`config.mk`:
```
export PLATFORM = sky130hd
export DESIGN_NAME = stk_seq_ctrl
export DESIGN_NICKNAME = d
export VERILOG_FILES = /design/src/rtl/stk_pkg.sv /design/src/rtl/stk_dec.sv /design/src/rtl/stk_seq_ctrl.sv
export SDC_FILE = /design/constraint.sdc
export NUM_CORES = 1
export LEC_CHECK = 0
export CORE_UTILIZATION = 53
export DETAILED_ROUTE_END_ITERATION = 6
export PLACE_DENSITY = 0.94
export SLEW_MARGIN = 20
export SYNTH_ARGS = -nofsm -noshare
export SYNTH_HDL_FRONTEND = slang
export SYNTH_HIERARCHICAL = 1
export SYNTH_SLANG_ARGS = --single-unit
```
`constraint.sdc`:
```
create_clock -name clk -period 3.05 [get_ports clk]
set_clock_uncertainty 0.1 [all_clocks]
set_input_delay 0.305 -clock clk [delete_from_list [all_inputs] [get_ports clk]]
set_output_delay 0.305 -clock clk [all_outputs]
set_load 0.05 [all_outputs]
```
`src/rtl/stk_pkg.sv`:
```
// rtl/stk_pkg.sv - shared opcodes, bridge codes, latencies and FSM states for the stack sequencer
package stk_pkg;

   localparam logic [3:0] OP_PUSHC = 4'd0;
   localparam logic [3:0] OP_PUSHM = 4'd1;
   localparam logic [3:0] OP_POPM  = 4'd2;
   localparam logic [3:0] OP_ADD   = 4'd3;
   localparam logic [3:0] OP_SUB   = 4'd4;
   localparam logic [3:0] OP_AND   = 4'd5;
   localparam logic [3:0] OP_OR    = 4'd6;
   localparam logic [3:0] OP_XOR   = 4'd7;
   localparam logic [3:0] OP_JMP   = 4'd8;
   localparam logic [3:0] OP_JZ    = 4'd9;
   localparam logic [3:0] OP_HALT  = 4'd15;

   localparam logic [3:0] CB_PUSH_CONST = 4'd0;
   localparam logic [3:0] CB_LOAD_PUSH  = 4'd1;
   localparam logic [3:0] CB_POP_STORE  = 4'd2;

   localparam logic [1:0] LAT_PUSHC = 2'd2;
   localparam logic [1:0] LAT_PUSHM = 2'd3;
   localparam logic [1:0] LAT_POPM  = 2'd3;

   localparam int OPC_MSB = 11;
   localparam int OPC_LSB = 8;
   localparam int OPD_MSB = 7;
   localparam int OPD_LSB = 0;

   typedef enum logic [3:0] {
      ST_IDLE,
      ST_FETCH,
      ST_FETCH_W,
      ST_DECODE,
      ST_ISSUE_WB,
      ST_WAIT_WB,
      ST_ISSUE_ALU,
      ST_WAIT_ALU,
      ST_HALT
   } state_t;

endpackage

```
`src/rtl/stk_dec.sv`:
```
// rtl/stk_dec.sv - combinational opcode classifier and bridge latency lookup
module stk_dec
   import stk_pkg::*;
(
   input  logic [3:0] opcode,
   output logic       is_wb,
   output logic       is_alu,
   output logic       is_jmp,
   output logic       is_jz,
   output logic       is_halt,
   output logic       is_illegal,
   output logic [1:0] lat
);

   always_comb begin
      is_wb      = 1'b0;
      is_alu     = 1'b0;
      is_jmp     = 1'b0;
      is_jz      = 1'b0;
      is_halt    = 1'b0;
      is_illegal = 1'b0;
      lat        = 2'd0;
      case (opcode)
         OP_PUSHC: begin
            is_wb = 1'b1;
            lat   = LAT_PUSHC;
         end
         OP_PUSHM: begin
            is_wb = 1'b1;
            lat   = LAT_PUSHM;
         end
         OP_POPM: begin
            is_wb = 1'b1;
            lat   = LAT_POPM;
         end
         OP_ADD, OP_SUB, OP_AND, OP_OR, OP_XOR: is_alu = 1'b1;
         OP_JMP:  is_jmp  = 1'b1;
         OP_JZ:   is_jz   = 1'b1;
         OP_HALT: is_halt = 1'b1;
         default: is_illegal = 1'b1;
      endcase
   end

endmodule

```
`src/rtl/stk_seq_ctrl.sv`:
```
// rtl/stk_seq_ctrl.sv - fetch/decode/dispatch sequencer driving the stack-memory bridge and the ALU
module stk_seq_ctrl
   import stk_pkg::*;
#(
   parameter int ADDR_LEN  = 8,
   parameter int DATA_LEN  = 8,
   parameter int INSTR_LEN = 12
) (
   input  logic                 clk,
   input  logic                 rstn,
   input  logic                 run,
   output logic [ADDR_LEN-1:0]  imem_addr,
   output logic                 imem_r_en,
   input  logic [INSTR_LEN-1:0] imem_data,
   output logic [3:0]           control_bus,
   output logic                 en,
   output logic [DATA_LEN-1:0]  addr_const,
   output logic [2:0]           alu_op,
   output logic                 alu_start,
   input  logic                 alu_done,
   input  logic                 alu_zero,
   output logic [ADDR_LEN-1:0]  pc,
   output logic                 busy,
   output logic                 halted,
   output logic                 err
);

   state_t               state;
   logic [INSTR_LEN-1:0] ir;
   logic [1:0]           wait_cnt;
   logic [3:0]           opcode;
   logic [ADDR_LEN-1:0]  operand;
   logic [ADDR_LEN-1:0]  pc_inc;

   logic dec_wb, dec_alu, dec_jmp, dec_jz, dec_halt, dec_illegal;
   logic [1:0] dec_lat;

   assign opcode    = ir[OPC_MSB:OPC_LSB];
   assign operand   = ir[OPD_MSB:OPD_LSB];
   assign pc_inc    = pc + ADDR_LEN'(1);
   assign imem_addr = pc;

   stk_dec u_dec (
      .opcode     (opcode),
      .is_wb      (dec_wb),
      .is_alu     (dec_alu),
      .is_jmp     (dec_jmp),
      .is_jz      (dec_jz),
      .is_halt    (dec_halt),
      .is_illegal (dec_illegal),
      .lat        (dec_lat)
   );

   // Outputs are registered: each is set on the transition into the state that owns it.
   always_ff @(posedge clk) begin
      if (!rstn) begin
         state       <= ST_IDLE;
         pc          <= '0;
         ir          <= '0;
         wait_cnt    <= '0;
         imem_r_en   <= 1'b0;
         control_bus <= '0;
         en          <= 1'b0;
         addr_const  <= '0;
         alu_op      <= '0;
         alu_start   <= 1'b0;
         busy        <= 1'b0;
         halted      <= 1'b0;
         err         <= 1'b0;
      end else begin
         imem_r_en <= 1'b0;
         en        <= 1'b0;
         alu_start <= 1'b0;
         case (state)
            ST_IDLE: begin
               if (run) begin
                  state     <= ST_FETCH;
                  imem_r_en <= 1'b1;
                  busy      <= 1'b1;
               end
            end
            ST_FETCH: state <= ST_FETCH_W;
            ST_FETCH_W: begin
               ir    <= imem_data;
               state <= ST_DECODE;
            end
            ST_DECODE: begin
               if (dec_wb) begin
                  state       <= ST_ISSUE_WB;
                  en          <= 1'b1;
                  control_bus <= {2'b00, opcode[1:0]};
                  addr_const  <= DATA_LEN'(operand);
               end else if (dec_alu) begin
                  state     <= ST_ISSUE_ALU;
                  alu_start <= 1'b1;
                  alu_op    <= opcode[2:0];
               end else if (dec_jmp) begin
                  pc        <= operand;
                  state     <= ST_FETCH;
                  imem_r_en <= 1'b1;
               end else if (dec_jz) begin
                  pc        <= alu_zero ? operand : pc_inc;
                  state     <= ST_FETCH;
                  imem_r_en <= 1'b1;
               end else begin
                  state  <= ST_HALT;
                  busy   <= 1'b0;
                  halted <= 1'b1;
                  if (dec_illegal || !dec_halt)
                     err <= 1'b1;
               end
            end
            ST_ISSUE_WB: begin
               wait_cnt <= dec_lat;
               state    <= ST_WAIT_WB;
            end
            // Bridge resamples its opcode while waiting, so control_bus/addr_const hold here.
            ST_WAIT_WB: begin
               if (wait_cnt == 2'd1) begin
                  pc          <= pc_inc;
                  state       <= ST_FETCH;
                  imem_r_en   <= 1'b1;
                  control_bus <= '0;
                  addr_const  <= '0;
               end else begin
                  wait_cnt <= wait_cnt - 2'd1;
               end
            end
            ST_ISSUE_ALU: state <= ST_WAIT_ALU;
            ST_WAIT_ALU: begin
               if (alu_done) begin
                  pc        <= pc_inc;
                  state     <= ST_FETCH;
                  imem_r_en <= 1'b1;
                  alu_op    <= '0;
               end
            end
            ST_HALT: state <= ST_HALT;
            default: state <= ST_IDLE;
         endcase
      end
   end

endmodule
```
== Yosys cells after proc, flatten, opt, wreduce, memory -nomap -nowiden ==
Index checks and enable logic that the tools add are counted.

* Flip-flop bits (word level): 47
* Logic and storage cells: 125
* Bits of input ports: 17

* Bitwise gates (word level): 6
* Reductions and logical operators: 23
* Multiplexer cells: 51
* Equality and inequality tests: 30
* Add/subtract/negate cells: 2

{| class="wikitable"
|+ Operators with widths
! kind !! count
|-
| $mux W8 || 9
|-
| $mux W4 || 9
|-
| $pmux W4 S9 || 1
|-
| $eq A4 B3 Y1 const B || 8
|-
| $pmux W8 S3 || 1
|-
| $mux W1 || 20
|-
| $ne A2 B2 Y1 const B || 10
|-
| $reduce_and A6 Y1 || 3
|-
| $eq A4 B2 Y1 const B || 4
|-
| $eq A4 B4 Y1 const B || 4
|-
| $pmux W8 S2 || 1
|-
| $reduce_or A11 Y1 || 1
|-
| $mux W3 || 3
|-
| $add A8 B1 Y8 const B || 1
|-
| $eq A4 B1 Y1 const B || 2
|-
| $logic_not A4 Y1 || 2
|-
| $pmux W2 S2 || 2
|-
| $pmux W4 S2 || 1
|-
| $reduce_bool A2 Y1 || 4
|-
| $not A1 Y1 || 6
|-
| $pmux W3 S2 || 1
|-
| $reduce_and A3 Y1 || 2
|-
| $reduce_or A3 Y1 || 2
|-
| $reduce_and A5 Y1 || 1
|-
| other kinds (13) || 14
|}

== Depth between registers and ports, before layout ==
Gate-level depths: netlist of run 1.

* Depth after elaboration: 7
* Gate-level depth with buffers: 7
* Mapped depth without buffers: 6

== Hierarchy ==
Netlist of run 1, hierarchy kept.

{| class="wikitable"
|+ Modules (own cells, without submodules)
! module !! area an instance (um^2) !! cells an instance !! times used !! seq. area each (um^2)
|-
| stk_seq_ctrl || 2,149.6 || 265 || 1 || 900.9
|-
| stk_dec || 96.3 || 12 || 1 || 0.0
|}

== Worst setup path after synthesis of run 1 ==
No wires, ideal clock.

* Path type: register to register
* Start point: register ir[8]
* End point: register pc[0], in the netlist imem_addr[0]
* Required time: 2.876 ns
* Period minus slack after synthesis: 2.043 ns
* Library setup time: 0.074 ns
* Path buffers: 1
* Cell stages (with the launch flop): 7
* Setup slack: 1.007 ns
* Data arrival time: 1.869 ns
* Path through: dfxtp_1 -> a211oi_1 -> buf_2 -> or2_2 -> a22o_4 -> or4_1 -> a31oi_1

{| class="wikitable"
|+ RTL lines
! element !! RTL line !! source
|-
| start, declared || stk_seq_ctrl.sv:29 || <nowiki>logic [INSTR_LEN-1:0] ir;</nowiki>
|-
| start signal, assigned || stk_seq_ctrl.sv:84 || <nowiki>ir <= imem_data;</nowiki>
|-
| $eq A4 B1 Y1, or another cell as far along || stk_dec.sv:23 || <nowiki>case (opcode)</nowiki>
|-
| $reduce_or A3 Y1 (no line) * || -- ||
|-
| $mux W1 * || stk_dec.sv:23 ||
|-
| via dec_wb || stk_seq_ctrl.sv:35 || <nowiki>logic dec_wb, dec_alu, dec_jmp, dec_jz, dec_halt, dec_illegal;</nowiki>
|-
| $ne A2 B2 Y1 (no line) * || -- ||
|-
| $reduce_and A6 Y1 (no line) * || -- ||
|-
| end signal, assigned || stk_seq_ctrl.sv:98 || <nowiki>pc <= operand;</nowiki>
|-
| end signal, assigned || stk_seq_ctrl.sv:102 || <nowiki>pc <= alu_zero ? operand : pc_inc;</nowiki>
|-
| end signal, assigned || stk_seq_ctrl.sv:120 || <nowiki>pc <= pc_inc;</nowiki>
|-
| end, declared || stk_seq_ctrl.sv:22 || <nowiki>output logic [ADDR_LEN-1:0] pc,</nowiki>
|}

The timed path passes the listed nets; every way through them passes the cells marked *. The select of a mux whose other input is x is not followed.
A chain may end at the register's enable or synchronous reset.

== Worst setup path in the final report of run 1 ==
* Start point: register ir[9]
* End point: register pc[7], in the netlist imem_addr[7]

* Cells in the longest elaborated chain, start to end: 6

{| class="wikitable"
|+ Ends and longest elaborated chain
! element !! RTL line !! source
|-
| $eq A4 B4 Y1 * || stk_dec.sv:23 ||
|-
| $mux W1 * || stk_dec.sv:23 ||
|-
| via dec_jmp || stk_seq_ctrl.sv:35 ||
|-
| $mux W8 || stk_seq_ctrl.sv:97 || <nowiki>end else if (dec_jmp) begin</nowiki>
|-
| $mux W8 || stk_seq_ctrl.sv:93 || <nowiki>end else if (dec_alu) begin</nowiki>
|-
| $mux W8 || stk_seq_ctrl.sv:88 || <nowiki>if (dec_wb) begin</nowiki>
|-
| $pmux W8 S3 || stk_seq_ctrl.sv:74 || <nowiki>case (state)</nowiki>
|}

Marks and branches as above.

==> run metrics, run 1 <==
initial drt markers=225; number of flops mapped to enable cells by yosys=0; GPL Wtd Cong=0.8658; Pwr Total=1.241 mW; DR WL/cell=15.30 um; Post-Place Cells=352; Cells after Synth=277; Die ar.=4502 um2; CP Capture Type=flop; post-cts hold buffer count=0; Core Footprint=4029 um2; initial antenna violation count=0; post-CTS resize count=0; syn avg cell area=8.108 um2; final core occ=0.6857; Hold Vio Cnt, Final=0; min-delay worst type=flop to flop; largest net degree at the start of global routing=40; gr usage total=0.2585; post-synthesis async set-or-reset flop share=0; Chip Width=67.10 um; Post-Route WL=5.507 mm; Clk Tree Root Cell=clkbuf_8; # nets final=328; number of global-route vias before repair=1815; synth unique cells=51; Synth Register Bits=45; Slew Limit Fails=0; DIE HEIGHT=67.10 um; # IOs=54; Clock Tree Buf Depth=2; Final ANT Viol Nets=0; largest cells by area after synthesis=dfxtp_1, nand2_1, a21oi_1; ANT cells=0; CTS tree=done; Crit Path Category=flop to flop; WP data required=3170 ps; starting density of the core=0.5575; Synth area leader=dfxtp_1; minimum clock period=2382 ps; TNS Setup=0 ps; detailed-route via count=2143; # port buffers=51; placed wire-length estimate=3.713 mm; synthesis-to-layout area growth=23.01%; grt total ovfl=0; status=completed; layout cells sized above 1=0.05806; f_max=419.8 MHz; worst-path maximum fanout=11; Synth Area in Adders=0.01114; first-pass GRT wire length=8.756 mm; sequential area share after synthesis=0.4011; RSZ-0062 raised after global routing=no; clock slew at reported path FFs=90 ps; Period Utilization, post-route=0.7810; FP Rows=23; endpoints failing setup=0; CTS buffer count=5; Slew HR=0.5525; Post-Synth XOR/XNOR Area=0.003900; Leak Pwr=0.9293 nW; Worst VDD drop=0.3346 mV; Worst Setup Start Kind=flop; Synth Area in Simple Gates=0.2546; setup bufs post-CTS=0; Clk Latency, worst-skew pair=310 ps; H-tree Lvls=2; DRC errors left=0; vias per cell=5.953; Synth Flop Type=dfxtp_1; Slew @ Worst Pin=661.9 ps; WP data arrival=2500 ps; Mapped Area=2246 um2; combinational family with the most area after synthesis=simple AND/OR/NAND/NOR gates; Ys Warns=6; portion of netlist area occupied by mux cells=0.03120; final non-filler cell total=360; post-synth top area share=0.4011; CTS sink count=45; DRT Pass-1 Iters=4; post-synthesis compound-gate area fraction=0.2128; Max Cap Viol=0; Pwr Density=449.3 nW/um2
metal layers:
layer	part of all wire	track usage
met5	0	0
met1	0.44	0.3511
met2	0.46	0.3888
met3	0.085	0.06678
met4	0.017	0.09309
per-stage QoR:
stage	area (um2)	worst slack (ps)	hold slack (ps)
after global placement	2669	866.0	344.2
after floorplan	2250	1007	341.0
after CTS	2763	767.0	364.0
after detailed placement	2669	843.1	347.8
final	2763	668.0	357.3
after global routing	2763	576.0	386.9
power breakdown:
group          total [mW]  switching (mW)  internal, mW
Sequential          0.643          0.0334         0.610
Clock               0.388           0.221         0.167
Combinational       0.210           0.130        0.0804
Total                1.24           0.384         0.857
area by class of cell:
type / instances / area [um2]
Clock buffer: 5 / 68.82
Fill cell: 341 / 1266
Timing Repair Buffer: 54 / 533.0
Inverter: 3 / 11.26
Clock inverter: 3 / 25.02
Multi-Input combinational cell: 200 / 1161
Sequential cell: 45 / 900.9
Tap cell: 50 / 62.56
sequential cells by signal (all words and copies together), names as in the netlist:
name	cells
imem_r_en	1
busy	1
alu_start	1
halted	1
ir	12
en	1
control_bus	2
err	1
addr_const	8
wait_cnt	2
imem_addr	8
state	4
alu_op	3
critical path, cell delays in order (launching register included):
cell,delay (ps)
dfxtp_1,420
nor4b_1,650
nor2_1,170
nor2_1,480
a22oi_1,180
o32ai_1,280
cells by family (layout without fill, tap and decap cells):
| logic type | count (synthesis) | count (layout) |
|---|---|---|
| buffers and inverters | 33 | 65 |
| adders and majority gates | 2 | 2 |
| DFF | 45 | 45 |
| AOI/OAI and AO/OA | 73 | 73 |
| and+or+nand+nor | 115 | 115 |
| muxes | 7 | 7 |
| other | 1 | 2 |
| xor gates and xnor gates | 1 | 1 |
cell usage after synthesis, types with 3 or more instances:
cell type and n:
o21ai_0 3, mux2i_1 7, a21oi_1 36, nand4_1 11
nor2b_1 3, nor3_1 5, nor2_1 15, nand3_1 7
buf_4 12, o32ai_1 4, clkbuf_1 12, nand2_1 52
o21a_1 3, a211oi_1 7, inv_1 3, dfxtp_1 45
nand2b_1 4, buf_2 3, and3_1 3
cells in the final DEF, fill, tap and decap left out, types with 3 or more instances in the layout:
cell              n
nand3_1           7
inv_1             3
a211oi_1          7
clkbuf_8          5
buf_4             3
a21oi_1          36
nand4_1          11
nor3_1            5
nand2b_1          4
mux2i_1           7
o21ai_0           3
nor2_1           15
nor2b_1           3
clkdlybuf4s50_1  51
o21a_1            3
dfxtp_1          45
o32ai_1           4
nand2_1          52
and3_1            3
worst paths after layout:
path / start / to / slack [ps] / depth (start not counted)
worst max-delay path: ir[9] / imem_addr[7] / 670 / 5
worst min-delay path: addr_const[6] / addr_const[6] / 360 / 2
worst max register to register: ir[9] / imem_addr[7] / 670 / 5
worst min register to register: addr_const[6] / addr_const[6] / 360 / 2
No activity file was read; power rests on OpenSTA's default activity.
==> run 2: changes to the inputs <==
--- a/config.mk
+++ b/config.mk
@@ -5,9 +5,9 @@
 export SDC_FILE = /design/constraint.sdc
 export NUM_CORES = 1
 export LEC_CHECK = 0
-export CORE_UTILIZATION = 53
+export CORE_UTILIZATION = 44
 export DETAILED_ROUTE_END_ITERATION = 6
-export PLACE_DENSITY = 0.94
+export PLACE_DENSITY = 0.84
 export SLEW_MARGIN = 20
 export SYNTH_ARGS = -nofsm -noshare
 export SYNTH_HDL_FRONTEND = slang
==> constraint.sdc (replaced) <==
create_clock -name clk -period 2.1 [get_ports clk]
set_clock_uncertainty 0.1 [all_clocks]
set_input_delay 0.21 -clock clk [delete_from_list [all_inputs] [get_ports clk]]
set_output_delay 0.21 -clock clk [all_outputs]
set_load 0.05 [all_outputs]
==> run 2 against run 1 <==
Compared with the run above:
- via count up 4.9%
- utilization shrank 8.8 points
- flip-flop and latch count unchanged
- critical endpoint is now imem_addr[0]
- combinational power grew 56%
- global-route usage is 3.7 points lower
- critical path depth shrank 1
- first-iteration DRC count down 2.7%
==> run metrics, run 2 (synthesized netlist as in run 1, its figures left out) <==
Clk Tree Root Cell=clkbuf_8; f_max=505.5 MHz (+20%); # port buffers=51 (unchanged); Core Footprint=4817 um2 (+20%); CTS sink count=45 (unchanged); FP Rows=25 (+8.7%); # IOs=54 (unchanged); Clock Tree Buf Depth=2 (unchanged); post-cts hold buffer count=0 (unchanged); Post-Route WL=5.819 mm (+5.7%); CP Capture Type=flop; Max Cap Viol=0 (unchanged); largest net degree at the start of global routing=39 (-2.5%); Clk Latency, worst-skew pair=310 ps (about the same); setup bufs post-CTS=0 (unchanged); WP data required=2250 ps (-920 ps); Hold Vio Cnt, Final=0 (unchanged); final core occ=0.5974 (-0.08831); DIE HEIGHT=73.45 um (+9.5%); worst-path maximum fanout=11 (unchanged); Slowest cell on crit path=dfxtp_1; gr usage total=0.2214 (-0.03707); # nets final=335 (+2.1%); Chip Width=73.45 um (+9.5%); initial antenna violation count=0 (unchanged); DRT Pass-1 Iters=5 (+1); ANT cells=0 (unchanged); number of global-route vias before repair=1948 (+7.3%); status=completed; max reg flops=12 (unchanged); Die ar.=5394 um2 (+20%); synthesis-to-layout area growth=28.13%; Worst VDD drop=0.4953 mV (+48%); # fillers=450 (+32%); min-delay worst type=primary input to flop; post-CTS resize count=0 (unchanged); endpoints failing setup=0 (unchanged); GPL Wtd Cong=0.9081 (+4.9%); starting density of the core=0.4662 (-0.09122); Period Utilization, post-route=0.9420 (+0.1610); vias per cell=5.852 (-1.7%); RSZ-0062 raised after global routing=no; final hold slack=327.3 ps (-29.97 ps); placed wire-length estimate=3.933 mm (+5.9%); WP data arrival=2120 ps (-380 ps); Top Family by Delay on Critical Path=simple AND/OR/NAND/NOR gates; DRC errors left=0 (unchanged); layout cells sized above 1=0.1009 (+0.04288); final instance area=2878 um2 (+4.2%); crit path cell chain=and4bb_1 > a22o_4 > or4_1 > a31oi_1; Worst Path Buf+Inv=0 (unchanged); Final ANT Viol Nets=0 (unchanged); CTS tree=done; Slew HR=0.6558 (+0.1032); DP Area=2760 um2 (+3.4%); commonest non-fill, non-tap cells in the layout=nand2_1, clkdlybuf4s50_1, dfxtp_1; most flop-heavy register=ir; clock slew at reported path FFs=100 ps (about the same); grt total ovfl=0 (unchanged); TNS Setup=0 ps (unchanged); initial drt markers=219 (-2.7%); DR WL/cell=15.15 um (-0.94%); Crit Path Category=flop to flop; Pwr Density=643.4 nW/um2 (+43%); Worst Setup Start Kind=flop; Slew Limit Fails=0 (unchanged); Slew @ Worst Pin=514.7 ps (-147.2 ps); first-pass GRT wire length=9.149 mm (+4.5%); Leak Pwr=0.9804 nW (+5.5%); CTS buffer count=5 (unchanged); CP max stage delay=540 ps (-110 ps); detailed-route via count=2247 (+4.9%); H-tree Lvls=2 (unchanged); minimum clock period=1978 ps (-403.9 ps)
==> run 2: final cells by class <==
class / count / area [um2] / area share
tap: 67 / 83.83 / 0.02913
clock buffer: 5 / 68.82 / 0.02391
multi-input combinational: 200 / 1184 / 0.4113
clock inverter: 3 / 28.78 / 0.01000
inverter: 3 / 11.26 / 0.003913
timing repair buffer: 61 / 598.1 / 0.2078
sequential: 45 / 903.4 / 0.3139
==> run 2: power breakdown <==
group          switching [mW]  leakage, nW  internal [mW]
Sequential             0.0461        0.365          0.886
Combinational           0.198        0.564          0.128
Clock                   0.341       0.0511          0.251
Total                   0.586        0.980           1.27
==> run 2: final timing paths <==
check	from	to	slack [ps]	cells past startpoint
max	state[2]	imem_addr[0]	120	4
min	imem_data[7]	ir[7]	330	3
max reg2reg	state[2]	imem_addr[0]	120	4
min reg2reg	control_bus[0]	control_bus[0]	360	2
==> run 2: layer usage <==
layer  GRT usage  vias up  routed length (um)
li1            -     1056                   -
met2      0.3517      130                2614
met5           0        -                   0
met3     0.03429       10                 445
met1      0.3026     1051                2659
met4     0.08333        0                  99
==> run 2: stage by stage <==
step / total power, mW / std cells / worst slack (ps)
final: 1.851 / 384 / 121.9
after CTS: 1.843 / 384 / 57.46
after global placement: 1.257 / 376 / 116.8
after global routing: 1.920 / 384 / 6.551
after detailed placement: 1.264 / 376 / 90.91
after floorplan: 1.168 / 278 / 56.54
==> run 2: worst reg2reg max path: cells and delay by family (launching register included) <==
family	cells	cell delay, ps
AO/OA/AOI/OAI	2	470
flip-flops	1	540
AND/OR/NAND/NOR	2	810
